### config.mk
export PLATFORM = sky130hd
export DESIGN_NAME = instr_encoder_flat
export DESIGN_NICKNAME = d
export VERILOG_FILES = /design/src/rtl/instr_encoder_if.sv /design/src/rtl/instr_encoder.sv /design/src/flat_wrapper.sv
export SDC_FILE = /design/constraint.sdc
export NUM_CORES = 1
export LEC_CHECK = 0
export BUFFER_PORTS_ARGS = -buffer_cell sky130_fd_sc_hd__buf_2
export CAP_MARGIN = 15
export CORE_MARGIN = 8
export CORE_UTILIZATION = 35
export CTS_BUF_LIST = sky130_fd_sc_hd__clkbuf_4 sky130_fd_sc_hd__clkbuf_8 sky130_fd_sc_hd__clkbuf_16
export DETAILED_ROUTE_END_ITERATION = 16
export GPL_ROUTABILITY_DRIVEN = 0
export GPL_TIMING_DRIVEN = 0
export HOLD_SLACK_MARGIN = 0.02
export PLACE_DENSITY = 0.61
export SLEW_MARGIN = 20
export SYNTH_ARGS = -nofsm -noshare
export SYNTH_HDL_FRONTEND = slang
export SYNTH_SLANG_ARGS = --single-unit
### constraint.sdc
create_clock -name clk_i -period 3.8 [get_ports clk_i]
set_clock_uncertainty 0.2 [all_clocks]
set_input_delay 0.57 -clock clk_i [delete_from_list [all_inputs] [get_ports clk_i]]
set_output_delay 0.57 -clock clk_i [all_outputs]
set_load 0.05 [all_outputs]
### src/rtl/instr_encoder_if.sv
// Request handshake and instruction-memory write port of the instruction encoder.
// The sequencer side uses master, the encoder uses slave.
interface instr_encoder_if #(
  parameter int unsigned ADDR_W = 8
) ();
  logic              in_valid;
  logic              in_ready;
  logic [4:0]        in_op;
  logic [4:0]        in_rs;
  logic [4:0]        in_rt;
  logic [4:0]        in_rd;
  logic [4:0]        in_shamt;
  logic [25:0]       in_imm;
  logic              in_last;
  logic              imem_we;
  logic [ADDR_W-1:0] imem_addr;
  logic [31:0]       imem_wdata;

  modport master (
    output in_valid, in_op, in_rs, in_rt, in_rd, in_shamt, in_imm, in_last,
    input  in_ready, imem_we, imem_addr, imem_wdata
  );

  modport slave (
    input  in_valid, in_op, in_rs, in_rt, in_rd, in_shamt, in_imm, in_last,
    output in_ready, imem_we, imem_addr, imem_wdata
  );
endinterface

### src/rtl/instr_encoder.sv
// Encodes instruction requests into 32-bit R/I/J words and writes them sequentially into
// instruction memory, one word per two cycles, with sticky done/error reporting.
module instr_encoder #(
  parameter int unsigned ADDR_W = 8
) (
  input  logic              clk_i,
  input  logic              rst_i,
  input  logic              start_i,
  input  logic [ADDR_W-1:0] base_addr_i,
  instr_encoder_if.slave    bus,
  output logic              busy_o,
  output logic              done_o,
  output logic              err_o,
  output logic [1:0]        err_code_o,
  output logic [ADDR_W:0]   word_count_o
);

  typedef enum logic [2:0] {StIdle, StRun, StWrite, StDone, StErr} state_e;
  typedef enum logic [1:0] {FmtR, FmtI, FmtJ, FmtBad} fmt_e;

  state_e            state_q, state_d;
  logic [ADDR_W-1:0] addr_q, addr_d;
  logic [ADDR_W-1:0] waddr_q, waddr_d;
  logic [31:0]       wdata_q, wdata_d;
  logic              last_q, last_d;
  logic [ADDR_W:0]   count_q, count_d;
  logic              done_q, done_d;
  logic              err_q, err_d;
  logic [1:0]        err_code_q, err_code_d;

  fmt_e        fmt;
  logic [5:0]  funct, opcode;
  logic [31:0] enc_word;
  logic        imm_ok;
  logic [1:0]  req_code;

  always_comb begin
    fmt    = FmtBad;
    funct  = 6'd0;
    opcode = 6'd0;
    case (bus.in_op)
      5'd0:  begin fmt = FmtR; funct = 6'd32; end
      5'd1:  begin fmt = FmtR; funct = 6'd34; end
      5'd2:  begin fmt = FmtR; funct = 6'd42; end
      5'd3:  begin fmt = FmtR; funct = 6'd36; end
      5'd4:  begin fmt = FmtR; funct = 6'd31; end
      5'd5:  begin fmt = FmtR; funct = 6'd30; end
      5'd6:  begin fmt = FmtR; funct = 6'd37; end
      5'd7:  begin fmt = FmtR; funct = 6'd38; end
      5'd8:  begin fmt = FmtR; funct = 6'd29; end
      5'd9:  begin fmt = FmtR; funct = 6'd39; end
      5'd10: begin fmt = FmtR; funct = 6'd8;  end
      5'd11: begin fmt = FmtI; opcode = 6'b001100; end
      5'd12: begin fmt = FmtI; opcode = 6'b001101; end
      5'd13: begin fmt = FmtI; opcode = 6'b100011; end
      5'd14: begin fmt = FmtI; opcode = 6'b101011; end
      5'd15: begin fmt = FmtJ; opcode = 6'b000010; end
      5'd16: begin fmt = FmtJ; opcode = 6'b000001; end
      5'd17: begin fmt = FmtI; opcode = 6'b000100; end
      5'd18: begin fmt = FmtI; opcode = 6'b000101; end
      5'd19: begin fmt = FmtJ; opcode = 6'b000011; end
      5'd20: begin fmt = FmtJ; opcode = 6'b001111; end
      5'd21: begin fmt = FmtJ; opcode = 6'b010000; end
      default: ;
    endcase
  end

  // Unused fields stay zero: JR carries rs only, shamt only for the immediate shifts.
  always_comb begin
    enc_word = 32'd0;
    case (fmt)
      FmtR: begin
        enc_word[25:21] = bus.in_rs;
        if (bus.in_op != 5'd10) begin
          enc_word[20:16] = bus.in_rt;
          enc_word[15:11] = bus.in_rd;
        end
        if (bus.in_op == 5'd4 || bus.in_op == 5'd5 || bus.in_op == 5'd8) begin
          enc_word[10:6] = bus.in_shamt;
        end
        enc_word[5:0] = funct;
      end
      FmtI:    enc_word = {opcode, bus.in_rs, bus.in_rt, bus.in_imm[15:0]};
      FmtJ:    enc_word = {opcode, bus.in_imm};
      default: ;
    endcase
  end

  assign imm_ok   = (&bus.in_imm[25:15]) | ~(|bus.in_imm[25:15]);
  assign req_code = (fmt == FmtBad)            ? 2'b01 :
                    (fmt == FmtI && !imm_ok)   ? 2'b10 : 2'b00;

  always_ff @(posedge clk_i) begin
    if (rst_i) state_q <= StIdle;
    else       state_q <= state_d;
  end

  always_comb begin
    state_d = state_q;
    if (start_i) begin
      state_d = StRun;
    end else begin
      case (state_q)
        StRun:   if (bus.in_valid) state_d = (req_code == 2'b00) ? StWrite : StErr;
        StWrite: begin
          if (last_q)        state_d = StDone;
          else if (&waddr_q) state_d = StErr;
          else               state_d = StRun;
        end
        default: ;
      endcase
    end
  end

  always_comb begin
    addr_d     = addr_q;
    waddr_d    = waddr_q;
    wdata_d    = wdata_q;
    last_d     = last_q;
    count_d    = count_q;
    done_d     = done_q;
    err_d      = err_q;
    err_code_d = err_code_q;
    if (start_i) begin
      addr_d     = base_addr_i;
      last_d     = 1'b0;
      count_d    = '0;
      done_d     = 1'b0;
      err_d      = 1'b0;
      err_code_d = 2'b00;
    end else begin
      case (state_q)
        StRun: begin
          if (bus.in_valid) begin
            if (req_code == 2'b00) begin
              waddr_d = addr_q;
              wdata_d = enc_word;
              last_d  = bus.in_last;
            end else begin
              err_d      = 1'b1;
              err_code_d = req_code;
            end
          end
        end
        StWrite: begin
          addr_d  = addr_q + 1'b1;
          count_d = count_q + 1'b1;
          if (last_q) begin
            done_d = 1'b1;
          end else if (&waddr_q) begin
            err_d      = 1'b1;
            err_code_d = 2'b11;
          end
        end
        default: ;
      endcase
    end
  end

  always_ff @(posedge clk_i) begin
    if (rst_i) begin
      addr_q     <= '0;
      waddr_q    <= '0;
      wdata_q    <= 32'd0;
      last_q     <= 1'b0;
      count_q    <= '0;
      done_q     <= 1'b0;
      err_q      <= 1'b0;
      err_code_q <= 2'b00;
    end else begin
      addr_q     <= addr_d;
      waddr_q    <= waddr_d;
      wdata_q    <= wdata_d;
      last_q     <= last_d;
      count_q    <= count_d;
      done_q     <= done_d;
      err_q      <= err_d;
      err_code_q <= err_code_d;
    end
  end

  // A start or reset arriving during WRITE must cancel that cycle's strobe.
  assign bus.imem_we    = (state_q == StWrite) & ~start_i & ~rst_i;
  assign bus.imem_addr  = waddr_q;
  assign bus.imem_wdata = wdata_q;
  assign bus.in_ready   = (state_q == StRun);
  assign busy_o         = (state_q == StRun) | (state_q == StWrite);
  assign done_o         = done_q;
  assign err_o          = err_q;
  assign err_code_o     = err_code_q;
  assign word_count_o   = count_q;

endmodule

### src/flat_wrapper.sv
// flat-port wrapper written by rule: the top's interface ports become plain ports
module instr_encoder_flat 
#(
  parameter int unsigned ADDR_W = 8
)
  (clk_i, rst_i, start_i, base_addr_i, busy_o, done_o, err_o, err_code_o, word_count_o, bus_in_valid, bus_in_op, bus_in_rs, bus_in_rt, bus_in_rd, bus_in_shamt, bus_in_imm, bus_in_last, bus_in_ready, bus_imem_we, bus_imem_addr, bus_imem_wdata);
  instr_encoder_if #(.ADDR_W(ADDR_W)) bus_i ();
  input  logic clk_i;
  input  logic rst_i;
  input  logic start_i;
  input  logic [ADDR_W-1:0] base_addr_i;
  output logic busy_o;
  output logic done_o;
  output logic err_o;
  output logic [1:0] err_code_o;
  output logic [ADDR_W:0] word_count_o;
  input wire logic [$bits(bus_i.in_valid)-1:0] bus_in_valid;
  input wire logic [$bits(bus_i.in_op)-1:0] bus_in_op;
  input wire logic [$bits(bus_i.in_rs)-1:0] bus_in_rs;
  input wire logic [$bits(bus_i.in_rt)-1:0] bus_in_rt;
  input wire logic [$bits(bus_i.in_rd)-1:0] bus_in_rd;
  input wire logic [$bits(bus_i.in_shamt)-1:0] bus_in_shamt;
  input wire logic [$bits(bus_i.in_imm)-1:0] bus_in_imm;
  input wire logic [$bits(bus_i.in_last)-1:0] bus_in_last;
  output wire logic [$bits(bus_i.in_ready)-1:0] bus_in_ready;
  output wire logic [$bits(bus_i.imem_we)-1:0] bus_imem_we;
  output wire logic [$bits(bus_i.imem_addr)-1:0] bus_imem_addr;
  output wire logic [$bits(bus_i.imem_wdata)-1:0] bus_imem_wdata;
  assign bus_i.in_valid = bus_in_valid;
  assign bus_i.in_op = bus_in_op;
  assign bus_i.in_rs = bus_in_rs;
  assign bus_i.in_rt = bus_in_rt;
  assign bus_i.in_rd = bus_in_rd;
  assign bus_i.in_shamt = bus_in_shamt;
  assign bus_i.in_imm = bus_in_imm;
  assign bus_i.in_last = bus_in_last;
  assign bus_in_ready = bus_i.in_ready;
  assign bus_imem_we = bus_i.imem_we;
  assign bus_imem_addr = bus_i.imem_addr;
  assign bus_imem_wdata = bus_i.imem_wdata;
  instr_encoder #(.ADDR_W(ADDR_W)) u_core (.clk_i(clk_i), .rst_i(rst_i), .start_i(start_i), .base_addr_i(base_addr_i), .bus(bus_i), .busy_o(busy_o), .done_o(done_o), .err_o(err_o), .err_code_o(err_code_o), .word_count_o(word_count_o));
endmodule
==> out/results.txt <==
Post-synth top area share: 0.394
Worst Setup Path Type: in -> reg
Mapped Area: 3300 um2
Cells after synthesis: 394
Layout cells sized above 1: 0.284
Area growth from synthesis to layout: 27.0%
Drt first-iter violations: 239
Most frequent cell after synthesis: dfxtp_1
Setup Viol. Count Final: 0
Synth area leader: dfxtp_1
RSZ-0062 raised after global routing: no
Initial Utilization: 0.359
Slew Viols, Final: 0
Htree depth: 3
Vias in the first global route: 3329
Max-slew headroom: 0.443
Via Count: 3375
Status: finished clean
WHS Path Cells: 1
Remaining Overflow, GRT: 0
Die area: 12800 um2
FF-to-FF End: u_core.addr_q[4]
Cell area after placement: 4020 um2
Core box area: 9200 um2
Syn Nets: 463
Worst r2r src: u_core.state_q[1]
Avg WL per Cell: 16.1 um
Worst-Margin Slew: 0.831 ns
Drt first pass iters: 4
Fmax: 289 MHz
CTS clk-pin slew, worst paths: 0.07 ns
Worst IR Drop VDD: 0.139 mV
Critical path startpoint category: input port
Max-cap violations: 0
Final #Nets: 590
Post-synth ARST share: 0
Largest net degree at the start of global routing: 11
CTS max path bufs: 2
Post-Route WL: 10200 um
DRC: 0
Tightest Hold Check Type: reg -> reg
Clk sinks: 65
Total track usage: 0.159
Register area share after synthesis: 0.394
R2R depth: 6
Final Util: 0.456
Post-synth EDFFs: 0
Hold-fix buffers at CTS: 0
Avg Inst Size Synth: 8.38 um2
Synth top cells by count: dfxtp_1, nor2_1, a211oi_1, nand2_1
Hold path start: u_core.err_o
Die Ht: 113 um
CTS tree: built
Crit. End Element: register
Storage cell area: 1300 um2
Detail Route Antenna Nets: 0
PD cells: 358 nW/um2
Reg2Reg Setup Slack: 1.50 ns
Post-synth cell types: 52
CTS buffer count: 9
Sink of the worst hold path: u_core.err_o
Initial antenna violation count: 0
Clock latency on the worst-skew pair: 0.34 ns
Boundary pin count: 120
Part of the cycle the worst path needs: 0.911
Post_cts resized: 0
Fill cells: 956
Vias per std cell: 5.31
PortBufs: 116
CP Data Required Time: 3.80 ns
Fin. Hold Viols: 0
Leak pwr: 1.75 nW
# diodes: 0
Top post-synthesis cells by area: dfxtp_1, nor2_1, a211oi_1
Site Rows: 35
Synthesis-stage register bit count: 65
Synth warnings: 0
Area of the multi-input gates: 1830 um2
Post-CTS Repair Setup Buffers: 0
WP data arrival: 3.46 ns
Hpwl dp: 8000 um
Ys flop type: dfxtp_1
Worst Path Max Fanout: 10
Design area: 4190 um2
First-pass GRT wire length: 16500 um
Die Wd: 113 um
CTS root buf: clkbuf_8
Tmin final: 3.46 ns
Setup TNS: 0 ns
## state kept, by name (all words and copies together), names as in the netlist
signal and cells:
u_core.addr_q 8, u_core.bus.imem_addr 8, u_core.bus.imem_wdata 32, u_core.done_o 1, u_core.err_code_o 2, u_core.err_o 1, u_core.last_q 1, u_core.state_q 3
u_core.word_count_o 9
## cell type report
cell class                      count  share of cell area
Timing Repair Buffer              116               0.139
Buffer                             27              0.0311
Sequential cell                    65               0.311
Clock buffer                       12              0.0364
Inverter                           11             0.00985
Clock inverter                      3             0.00418
Multi-Input combinational cell    291               0.436
Tap cell                          111              0.0331
## kinds of logic (layout without fill, tap and decap cells)
kind of cell / Yosys count / in the layout / synth area share
AND/OR/NAND/NOR: 145 / 145 / 0.213
AO/OA/AOI/OAI: 113 / 113 / 0.242
flip-flops: 65 / 65 / 0.394
buffers and inverters: 38 / 169 / 0.0519
XOR/XNOR: 14 / 14 / 0.0372
multiplexers: 14 / 14 / 0.0425
adder cells (fa/ha/maj): 5 / 5 / 0.0190
## layer usage
layer / global-route usage / vias up / wire, um
met5: 0 / - / 0
met4: 0.0666 / 0 / 140
met3: 0.0426 / 12 / 629
met2: 0.264 / 87 / 4940
met1: 0.190 / 1585 / 4530
li1: - / 1691 / -
## critical path, cell delays in order
cell      delay [ns]
buf_2           0.13
clkbuf_1        0.31
nand3b_1        0.22
a211oi_1        0.09
nor2_1          0.52
inv_1           0.10
ha_1            0.34
or2_2           0.34
clkbuf_1        0.19
clkbuf_1        0.26
a22oi_1         0.28
a211oi_1        0.11
## cell usage in the layout, fill, tap and decap left out, drive strengths merged, types with 7 or more instances in the layout
cell / synthesis / final
buf: 9 / 125
o21ai: 11 / 11
nor2: 61 / 61
nand2: 24 / 24
a211oi: 26 / 26
mux2i: 14 / 14
nand2b: 7 / 7
dfxtp: 65 / 65
nand4: 10 / 10
clkbuf: 18 / 30
a22oi: 22 / 22
nand3: 10 / 10
a311oi: 7 / 7
xnor2: 8 / 8
a21oi: 22 / 22
inv: 10 / 10
## per-stage QoR
stage | setup slack, ns | hold slack [ns] | power, mW | instances
6_report | 0.337 | 0.267 | 1.50 | 636
2_1_floorplan | 0.769 | 0.274 | 0.906 | 394
3_5_place_dp | 0.0290 | 0.255 | 0.996 | 621
3_3_place_gp | 0.0329 | 0.249 | 0.993 | 621
4_1_cts | 0.361 | 0.262 | 1.52 | 636
5_1_grt | 0.0210 | 0.263 | 1.58 | 636
## report_power, final
group / internal (mW) / switching [mW] / leakage, nW / total, mW
sequential: 0.699 / 0.0127 / 0.527 / 0.711
clock: 0.263 / 0.257 / 0.0891 / 0.520
combinational: 0.0967 / 0.173 / 1.14 / 0.269
total: 1.06 / 0.442 / 1.75 / 1.50
## how the worst max path moves through the flow
stage          depth (start not counted)  slack [ns]         start                        end
6_report                              12        0.34  bus_in_op[4]   u_core.bus.imem_wdata[1]
5_1_grt                               12        0.02  bus_in_op[4]  u_core.bus.imem_wdata[14]
4_1_cts                               12        0.36  bus_in_op[4]   u_core.bus.imem_wdata[1]
3_5_place_dp                          12        0.03  bus_in_op[4]   u_core.bus.imem_wdata[1]
3_3_place_gp                          12        0.03  bus_in_op[4]   u_core.bus.imem_wdata[1]
2_1_floorplan                         10        0.77  bus_in_op[0]  u_core.bus.imem_wdata[10]
No activity file was read; power rests on OpenSTA's default activity.
